--- config.mk ---
export PLATFORM = sky130hd
export DESIGN_NAME = dot_product_engine_flat
export DESIGN_NICKNAME = d
export VERILOG_FILES = /design/src/rtl/dot_product_engine_pkg.sv /design/src/rtl/dot_product_engine_if.sv /design/src/rtl/dot_product_engine_mac_unit.sv /design/src/rtl/dot_product_engine.sv /design/src/flat_wrapper.sv
export SDC_FILE = /design/constraint.sdc
export NUM_CORES = 2
export LEC_CHECK = 0
export ABC_AREA = 1
export CORE_ASPECT_RATIO = 0.9
export CORE_MARGIN = 5
export CORE_UTILIZATION = 50
export DETAILED_ROUTE_END_ITERATION = 10
export GPL_ROUTABILITY_DRIVEN = 0
export PLACE_DENSITY = 0.67
export SLEW_MARGIN = 10
export SYNTH_ARGS = -nofsm -noshare
export SYNTH_HDL_FRONTEND = slang
export SYNTH_SLANG_ARGS = --single-unit
export TNS_END_PERCENT = 50
--- constraint.sdc ---
create_clock -name clk -period 14.2 [get_ports clk]
set_clock_uncertainty 0.1 [all_clocks]
set_input_delay 1.42 -clock clk [delete_from_list [all_inputs] [get_ports clk]]
set_output_delay 1.42 -clock clk [all_outputs]
set_load 0.01 [all_outputs]
--- src/rtl/dot_product_engine_pkg.sv ---
// Shared constants and types for the dot-product calculation stage and
// the Avalon slave that feeds it.
package nn_calc_pkg;
    localparam int N_WORDS = 392;
    localparam int N_OUT   = 10;
    localparam int ACC_W   = 40;
    localparam int FRAC    = 15;
    localparam int RES_W   = 17;
    localparam int PROD_W  = 33;
    localparam int PADDR_W = 10;
    localparam int WADDR_W = 12;

    localparam int signed RES_MAX = 65535;
    localparam int signed RES_MIN = -65536;

    typedef logic [3:0] res_addr_t;

    typedef enum logic [2:0] {IDLE, RUN, DRAIN, STORE, DONE} state_t;
endpackage

--- src/rtl/dot_product_engine_if.sv ---
// Bundle between the Avalon slave (master side: memories, control, readback)
// and the dot-product engine (slave side).
interface dot_product_engine_if;
    import nn_calc_pkg::*;

    logic                start_calc;
    logic                clear_data;
    logic [PADDR_W-1:0]  pixel_address1;
    logic [PADDR_W-1:0]  pixel_address2;
    logic [15:0]         pixel_data1;
    logic [15:0]         pixel_data2;
    logic [WADDR_W-1:0]  weight_address;
    logic [31:0]         weight_data;
    res_addr_t           output_address;
    logic [RES_W-1:0]    result_output;
    logic                done_calc;
    logic                overflow;
    logic                busy;

    modport master (
        output start_calc, clear_data, pixel_data1, pixel_data2, weight_data, output_address,
        input  pixel_address1, pixel_address2, weight_address, result_output,
               done_calc, overflow, busy
    );

    modport slave (
        input  start_calc, clear_data, pixel_data1, pixel_data2, weight_data, output_address,
        output pixel_address1, pixel_address2, weight_address, result_output,
               done_calc, overflow, busy
    );
endinterface

--- src/rtl/dot_product_engine_mac_unit.sv ---
// Two-stage multiply/accumulate: registered pixel*weight products for both
// pixels of a word, then a signed 40-bit accumulate.
module mac_unit
    import nn_calc_pkg::*;
(
    input  logic                    clk,
    input  logic                    rst,
    input  logic                    clr,
    input  logic                    en,
    input  logic [15:0]             pix0,
    input  logic [15:0]             pix1,
    input  logic [31:0]             wgt,
    output logic signed [ACC_W-1:0] acc
);
    // [0]: memory data returning this cycle, [1]: products valid this cycle
    logic [1:0]               vld_pipe_q, vld_pipe_d;
    logic signed [PROD_W-1:0] p0_q, p0_d, p1_q, p1_d;
    logic signed [ACC_W-1:0]  acc_q, acc_d;

    always_comb begin
        vld_pipe_d = {vld_pipe_q[0], en};
        p0_d       = p0_q;
        p1_d       = p1_q;
        acc_d      = acc_q;
        if (vld_pipe_q[0]) begin
            p0_d = $signed({17'd0, pix0}) * $signed({{17{wgt[15]}}, wgt[15:0]});
            p1_d = $signed({17'd0, pix1}) * $signed({{17{wgt[31]}}, wgt[31:16]});
        end
        if (vld_pipe_q[1])
            acc_d = acc_q + {{(ACC_W-PROD_W){p0_q[PROD_W-1]}}, p0_q}
                          + {{(ACC_W-PROD_W){p1_q[PROD_W-1]}}, p1_q};
        if (clr) begin
            vld_pipe_d = '0;
            acc_d      = '0;
        end
    end

    always_ff @(posedge clk or posedge rst) begin
        if (rst) begin
            vld_pipe_q <= '0;
            p0_q       <= '0;
            p1_q       <= '0;
            acc_q      <= '0;
        end else begin
            vld_pipe_q <= vld_pipe_d;
            p0_q       <= p0_d;
            p1_q       <= p1_d;
            acc_q      <= acc_d;
        end
    end

    assign acc = acc_q;
endmodule

--- src/rtl/dot_product_engine.sv ---
// Sequences pixel/weight memory reads for each output neuron, accumulates the
// dot product, and stores the Q-scaled, saturated result per neuron.
module dot_product_engine
    import nn_calc_pkg::*;
(
    input  logic               clk,
    input  logic               rst,
    dot_product_engine_if.slave bus
);
    localparam logic [PADDR_W-1:0]       K_LAST = PADDR_W'(N_WORDS - 1);
    localparam res_addr_t                N_LAST = 4'(N_OUT - 1);
    localparam logic signed [ACC_W-1:0]  SH_MAX = ACC_W'(RES_MAX);
    localparam logic signed [ACC_W-1:0]  SH_MIN = ACC_W'(RES_MIN);

    state_t              state_q, state_d;
    logic [PADDR_W-1:0]  k_q, k_d;
    res_addr_t           n_q, n_d;
    logic [WADDR_W-1:0]  waddr_q, waddr_d;
    logic                drain_q, drain_d;
    logic                ovf_q, ovf_d;
    logic [RES_W-1:0]    res_q [N_OUT];
    logic [RES_W-1:0]    res_d [N_OUT];

    logic                    mac_clr, mac_en;
    logic signed [ACC_W-1:0] acc, sh;
    logic [RES_W-1:0]        sat_val;
    logic                    sat_hit;

    mac_unit u_mac (
        .clk  (clk),
        .rst  (rst),
        .clr  (mac_clr),
        .en   (mac_en),
        .pix0 (bus.pixel_data1),
        .pix1 (bus.pixel_data2),
        .wgt  (bus.weight_data),
        .acc  (acc)
    );

    always_comb begin
        sh      = acc >>> FRAC;
        sat_hit = 1'b1;
        if (sh > SH_MAX)
            sat_val = RES_W'(RES_MAX);
        else if (sh < SH_MIN)
            sat_val = RES_W'(RES_MIN);
        else begin
            sat_val = sh[RES_W-1:0];
            sat_hit = 1'b0;
        end
    end

    always_comb begin
        state_d = state_q;
        k_d     = k_q;
        n_d     = n_q;
        waddr_d = waddr_q;
        drain_d = drain_q;
        ovf_d   = ovf_q;
        res_d   = res_q;
        mac_clr = 1'b0;
        mac_en  = 1'b0;
        unique case (state_q)
            IDLE, DONE: begin
                if (bus.start_calc) begin
                    state_d = RUN;
                    k_d     = '0;
                    n_d     = '0;
                    waddr_d = '0;
                    ovf_d   = 1'b0;
                    mac_clr = 1'b1;
                end
            end
            RUN: begin
                mac_en = 1'b1;
                if (k_q == K_LAST) begin
                    state_d = DRAIN;
                    drain_d = 1'b0;
                end else begin
                    k_d     = k_q + PADDR_W'(1);
                    waddr_d = waddr_q + WADDR_W'(1);
                end
            end
            DRAIN: begin
                drain_d = 1'b1;
                if (drain_q) state_d = STORE;
            end
            STORE: begin
                res_d[n_q] = sat_val;
                if (sat_hit) ovf_d = 1'b1;
                mac_clr = 1'b1;
                if (n_q == N_LAST) begin
                    state_d = DONE;
                end else begin
                    // weight rows are contiguous, so the next row starts one past this one
                    state_d = RUN;
                    n_d     = n_q + 4'd1;
                    k_d     = '0;
                    waddr_d = waddr_q + WADDR_W'(1);
                end
            end
            default: state_d = IDLE;
        endcase
        if (bus.clear_data) begin
            state_d = IDLE;
            k_d     = '0;
            n_d     = '0;
            waddr_d = '0;
            drain_d = 1'b0;
            ovf_d   = 1'b0;
            mac_clr = 1'b1;
            for (int i = 0; i < N_OUT; i++) res_d[i] = '0;
        end
    end

    always_ff @(posedge clk or posedge rst) begin
        if (rst) begin
            state_q <= IDLE;
            k_q     <= '0;
            n_q     <= '0;
            waddr_q <= '0;
            drain_q <= 1'b0;
            ovf_q   <= 1'b0;
            res_q   <= '{default: '0};
        end else begin
            state_q <= state_d;
            k_q     <= k_d;
            n_q     <= n_d;
            waddr_q <= waddr_d;
            drain_q <= drain_d;
            ovf_q   <= ovf_d;
            res_q   <= res_d;
        end
    end

    always_comb begin
        bus.result_output = '0;
        for (int i = 0; i < N_OUT; i++)
            if (bus.output_address == 4'(i)) bus.result_output = res_q[i];
    end

    assign bus.pixel_address1 = k_q;
    assign bus.pixel_address2 = k_q;
    assign bus.weight_address = waddr_q;
    assign bus.done_calc      = (state_q == DONE);
    assign bus.overflow       = ovf_q;
    assign bus.busy           = (state_q == RUN) || (state_q == DRAIN) || (state_q == STORE);
endmodule

--- src/flat_wrapper.sv ---
// flat-port wrapper written by rule: the top's interface ports become plain ports
module dot_product_engine_flat import nn_calc_pkg::*;
  (clk, rst, bus_start_calc, bus_clear_data, bus_pixel_data1, bus_pixel_data2, bus_weight_data, bus_output_address, bus_pixel_address1, bus_pixel_address2, bus_weight_address, bus_result_output, bus_done_calc, bus_overflow, bus_busy);
  dot_product_engine_if bus_i ();
  input  logic clk;
  input  logic rst;
  input wire logic [$bits(bus_i.start_calc)-1:0] bus_start_calc;
  input wire logic [$bits(bus_i.clear_data)-1:0] bus_clear_data;
  input wire logic [$bits(bus_i.pixel_data1)-1:0] bus_pixel_data1;
  input wire logic [$bits(bus_i.pixel_data2)-1:0] bus_pixel_data2;
  input wire logic [$bits(bus_i.weight_data)-1:0] bus_weight_data;
  input wire logic [$bits(bus_i.output_address)-1:0] bus_output_address;
  output wire logic [$bits(bus_i.pixel_address1)-1:0] bus_pixel_address1;
  output wire logic [$bits(bus_i.pixel_address2)-1:0] bus_pixel_address2;
  output wire logic [$bits(bus_i.weight_address)-1:0] bus_weight_address;
  output wire logic [$bits(bus_i.result_output)-1:0] bus_result_output;
  output wire logic [$bits(bus_i.done_calc)-1:0] bus_done_calc;
  output wire logic [$bits(bus_i.overflow)-1:0] bus_overflow;
  output wire logic [$bits(bus_i.busy)-1:0] bus_busy;
  assign bus_i.start_calc = bus_start_calc;
  assign bus_i.clear_data = bus_clear_data;
  assign bus_i.pixel_data1 = bus_pixel_data1;
  assign bus_i.pixel_data2 = bus_pixel_data2;
  assign bus_i.weight_data = bus_weight_data;
  assign bus_i.output_address = bus_output_address;
  assign bus_pixel_address1 = bus_i.pixel_address1;
  assign bus_pixel_address2 = bus_i.pixel_address2;
  assign bus_weight_address = bus_i.weight_address;
  assign bus_result_output = bus_i.result_output;
  assign bus_done_calc = bus_i.done_calc;
  assign bus_overflow = bus_i.overflow;
  assign bus_busy = bus_i.busy;
  dot_product_engine u_core (.clk(clk), .rst(rst), .bus(bus_i));
endmodule
Yosys cells after proc, flatten, opt, wreduce, memory -nomap -nowiden
Index checks and enable logic that the tools add are counted.
W data, S select, Z words.
Cells by class
  add/sub/neg operators: 5
  multiply operators: 2
  $lt $le $gt $ge: 4
  eq/ne operators: 21
  multiplexer cells: 53
  bitwise logic cells: 1
  reductions and logical operators: 16
Operator list (number)
  $mux W170: 2
  $mux W17: 13
  $bwmux W170: 1
  $add A40 B40 Y40: 2
  $mux W40: 2
  $demux W17 S4: 1
  $mul A17 B16 Y33: 2
  $mux W12: 4
  $mux W10: 4
  $pmux W12 S3: 1
  $pmux W10 S3: 1
  $gt A25 B17 Y1 const B: 1
  $lt A25 B17 Y1 const B: 1
  $eq A4 B3 Y1 const B: 4
  $mux W3: 5
  $add A12 B1 Y12 const B: 1
  $eq A4 B4 Y1 const B: 3
  $mux W4: 3
  $pmux W3 S4: 1
  $add A10 B1 Y10 const B: 1
  $eq A10 B9 Y1 const B: 1
  $mux W1: 10
  $ne A3 B2 Y1 const B: 3
  $ne A3 B3 Y1 const B: 3
  other kinds (23): 32
Storage, ports and cells
  flip-flop bits (word level): 309
  word-level logic and storage cells: 122

Depth between registers and ports, before layout
  word-level depth: 11
  depth in mapped cells: 26
  mapped depth without buffers: 24

By module
Synthesis repeated with hierarchy kept, for this count alone.
Second synthesis, totals
  cell total of the unflattened synthesis: 5073
  area, all modules: 36747.7 µm²
By module, submodules not included
  mac_unit: times used 1, cells an instance 3702, area an instance 26565.5 µm²
  dot_product_engine: times used 1, cells an instance 1371, area an instance 10182.3 µm²

Worst setup path after synthesis
No wires, ideal clock.
  kind: in2reg
  start: in bus_pixel_data1[7]
  end: reg u_core.u_mac.p0_q[32]
  arrival: 6403 ps
  data required time: 13982 ps
  slack: 7579 ps
  cell stages on the path: 26
  buffers on the path: 2
  path through: clkbuf_1 > clkbuf_1 > nand2_1 > fa_1 > inv_1 > fa_1 > inv_1 > fa_1 > inv_1 > fa_1 > fa_1 > inv_1 > fa_1 > inv_1 > ha_1 > nand2_1 > nor2_1 > inv_1 > nor3_1 > nand2_1 > nand2_1 > nand2_1 > nand2_1 > nand2_1 > nand3_1 > nand2_1
On the way
  cells in the longest elaborated chain, start to end: 1
Ends and longest elaborated chain
  from (decl): line flat_wrapper.sv:9  | input wire logic [$bits(bus_i.pixel_data1)-1:0] bus_pixel_data1;
  $mul A17 B16 Y33: line dot_product_engine_mac_unit.sv:26  | p0_d = $signed({17'd0, pix0}) * $signed({{17{wgt[15]}}, wgt[15:0]});
  to (signal assigned): line dot_product_engine_mac_unit.sv:46  | p0_q <= p0_d;
  to (decl): line dot_product_engine_mac_unit.sv:17  | logic signed [PROD_W-1:0] p0_q, p0_d, p1_q, p1_d;
No other way between the ends.
A chain may end at the register's enable or synchronous reset.

Final worst setup path
  start: in bus_pixel_data2[10]
  end: reg u_core.u_mac.p1_q[22]
On the way
  cells in the longest elaborated chain, start to end: 1
Ends and longest elaborated chain
  from (decl): line flat_wrapper.sv:10  | input wire logic [$bits(bus_i.pixel_data2)-1:0] bus_pixel_data2;
  $mul A17 B16 Y33: line dot_product_engine_mac_unit.sv:27  | p1_d = $signed({17'd0, pix1}) * $signed({{17{wgt[31]}}, wgt[31:16]});
  to (signal assigned): line dot_product_engine_mac_unit.sv:47  | p1_q <= p1_d;
  to (decl): line dot_product_engine_mac_unit.sv:17
No other way between the ends.

==> flow_summary.json <==
{
  "dp_hpwl_mm": 76.7,
  "ctsHoldBuffers": 0,
  "syn_nets": 5692,
  "rows": 94,
  "cpMostUsedCell": "fa_1",
  "ys_seq_elements": 309,
  "crit_chain": "clkdlybuf4s50_1, nand2_1, fa_1, inv_1, fa_1, fa_1, fa_1, fa_1, inv_1, fa_1, inv_1, ha_1, nand2_1, nor2_1, inv_1, nor2_1, nand4_1, nand3_1, nand2_1, nand3_1, nand2_1",
  "die_w_um": 295,
  "avgSynthCellArea_um2": 7.46,
  "status": "completed",
  "maxSlewHeadroom_pct": 20.2,
  "clock_path_buffers": 3,
  "worstPathArrival_ps": 7410,
  "synth-edff-count": 0,
  "fin_crit_sh_pct": 49.7,
  "synthMuxAreaShare_pct": 0.0616,
  "rsz0062_at_grt": "false",
  "seq_area_mm2": 0.00773,
  "first_iter_violations": 2593,
  "syn_area_mm2": 0.0366,
  "slowest_stage": "clkdlybuf4s50_1",
  "io_pins": 124,
  "fin_setup_tns_ps": 0,
  "rrSetupSlack_ps": 10990,
  "cts.sinks": 309,
  "cp_slowest_stage_delay_ps": 1030,
  "synth_top_family_by_area": "adder cells",
  "holdCritStartpoint": "u_core.drain_q$_DFFE_PP0P_",
  "start_util_pct": 50.2,
  "synthFlopType": "dfrtp_1",
  "synthAdderAreaFrac_pct": 33.3,
  "hold_ws_ps": 380,
  "rr_worst_depth": 13,
  "nets": 5669,
  "worst_slew_pin_slew_ps": 1190,
  "first_pass_iters": 6,
  "hold_viol": 0,
  "fin_crit_ps": 7060,
  "reg2reg_from": "u_core.u_mac.p0_q[1]$_DFFE_PP0P_",
  "clkLatencyLatePin_ps": 560,
  "antenna_left": 0,
  "min_path_cells": 2,
  "synth_xor_area_share_pct": 0.790,
  "post-cts-setup-buffers": 0,
  "grt_usage_pct": 25.4,
  "cts_tree": "built",
  "drv_cap": 0,
  "critPathKind": "in2reg",
  "multi_input_area_mm2": 0.0238,
  "min_delay_worst_endpoint": "u_core.drain_q$_DFFE_PP0P_",
  "avgRoutedWirePerCell_um": 16.7,
  "port_buffers": 123,
  "antenna_found_initial": 0,
  "r2r_end": "u_core.u_mac.acc[33]$_DFFE_PP0P_",
  "cts_resized": 0,
  "synth-async-reset-ratio_pct": 100,
  "setup_viol": 0,
  "avgViaCountPerCell": 5.31,
  "synth_compound_area_share_pct": 7.15,
  "cts_buffers": 37,
  "fmax_mhz": 142,
  "ys_warn_count": 0,
  "diodes": 0,
  "worstSetupStartpoint": "bus_pixel_data2[10]",
  "cts.htree.levels": 2,
  "via_count": 31200,
  "path_clk_slew_ps": 50,
  "drv_slew": 0,
  "start_kind": "input port",
  "required_ps": 14550,
  "hold_path.class": "reg2reg",
  "cp_max_fo": 16,
  "grt_pass1_vias": 31000,
  "fp.dieH_um": 267,
  "die-area_mm2": 0.0786,
  "grt_max_degree": 96,
  "synth_seq_area_share_pct": 21.1,
  "route.detailed.drc": 0,
  "drive_gt1_share_pct": 3.30,
  "cts-root-buf": "clkbuf_16",
  "grt_overflow": 0,
  "wl_mm": 98.0,
  "area_growth_syn_to_layout_pct": 7.63,
  "grt_pass1_wl_mm": 164,
  "worstSetupEndpointType": "flop",
  "yosys.area_share.simple_pct": 23.7,
  "nFillCells": 7007,
  "synthCells": 4904,
  "synth_cell_types": 50,
  "fp.coreArea_mm2": 0.0728
}
-- per-stage QoR --
step           instance area [µm²]  util (%)  setup WS, ps  instances
3_5_place_dp                 38200      52.4          6570       5802
6_report                     39400      54.1          7140       5868
3_3_place_gp                 38200      52.4          6670       5802
5_1_grt                      39400      54.1          6770       5868
4_1_cts                      39400      54.1          7150       5868
2_1_floorplan                36600         -          4140       4904
-- critical path, delay by kind of cell --
kind,cells,cell delay [ps]
adders and majority gates,7,3440
buffers and inverters,5,1270
and+or+nand+nor,9,1270
-- sequential cells by signal, indices dropped and copies added, names as in the netlist --
| name | count |
|---|---|
| u_core.res_q | 170 |
| u_core.bus.weight_address | 12 |
| u_core.u_mac.acc | 40 |
| u_core.drain_q | 1 |
| u_core.n_q | 4 |
| u_core.u_mac.p1_q | 33 |
| u_core.u_mac.p0_q | 33 |
| u_core.u_mac.vld_pipe_q | 2 |
| u_core.state_q | 3 |
| u_core.bus.overflow | 1 |
| u_core.bus.pixel_address1 | 10 |
-- routing by layer --
layer	vias to the layer above	share of wire (%)	track usage, %
li1	14800	-	-
met1	15100	45	37.0
met2	1064	46	41.0
met3	153	7.1	3.20
met4	0	2.3	5.93
met5	-	0	0
-- Yosys cell counts (18+ instances only) --
cell type,instances,area (µm²)
o22ai_1,71,444
ha_1,288,3600
nand2_1,1359,5100
nor2_1,248,931
inv_1,1094,4110
o21ai_2,34,298
buf_4,18,135
fa_1,428,8570
clkbuf_1,132,495
a21oi_1,124,621
nor3_1,39,195
nand4_1,71,444
buf_2,32,160
or2_2,19,119
o21ai_0,204,1020
nand3_1,293,1470
dfrtp_1,309,7730
-- placed cells by master (no fill, tap or decap), types with 4 or more instances in the layout --
master           count
nand2_2             11
a21oi_1            124
nand3_1            293
o21ai_0            204
ha_1               288
xnor2_1             16
nand4_1             71
xor2_1              17
nor2_1             248
dfrtp_1            308
clkbuf_1            13
o21ai_2             34
fa_1               428
clkbuf_16           37
o21bai_1             4
nor3_1              39
a31oi_1              4
o21ai_1             10
clkdlybuf4s50_1    123
or2_2               19
inv_2                7
and2_1               7
inv_1             1092
o22ai_1             71
clkbuf_8             7
nand2_1           1359
buf_4               12
nand3b_1             9
inv_4                4
-- kinds of logic after synthesis --
group | after synthesis
simple gates | 2078
compound gates | 464
mux | 1
buf+inv | 1303
xor+xnor | 33
flops | 309
fa+ha+maj | 716
-- final cells by class --
class | instances | share of cell area (%)
inverter | 1106 | 10.6
clock inverter | 9 | 0.270
tap | 960 | 3.05
timing repair buffer | 135 | 3.36
multi-input combinational | 3292 | 60.4
sequential | 309 | 19.7
clock buffer | 57 | 2.72
-- how the worst max path moves through the flow --
stage | to | slack (ps) | depth (start not counted)
finish | u_core.u_mac.p1_q[22]$_DFFE_PP0P_ | 7140 | 21
global route | u_core.u_mac.p0_q[20]$_DFFE_PP0P_ | 6770 | 25
CTS | u_core.u_mac.p0_q[32]$_DFFE_PP0P_ | 7150 | 25
detailed placement | u_core.u_mac.p0_q[32]$_DFFE_PP0P_ | 6570 | 25
global placement | u_core.u_mac.p1_q[22]$_DFFE_PP0P_ | 6670 | 21
floorplan | u_core.bus.overflow$_DFFE_PP0P_ | 4140 | 1
Power is left out: the tool's default activity adds up to more than one toggle a clock period on the data nets, which glitch-free logic cannot reach.
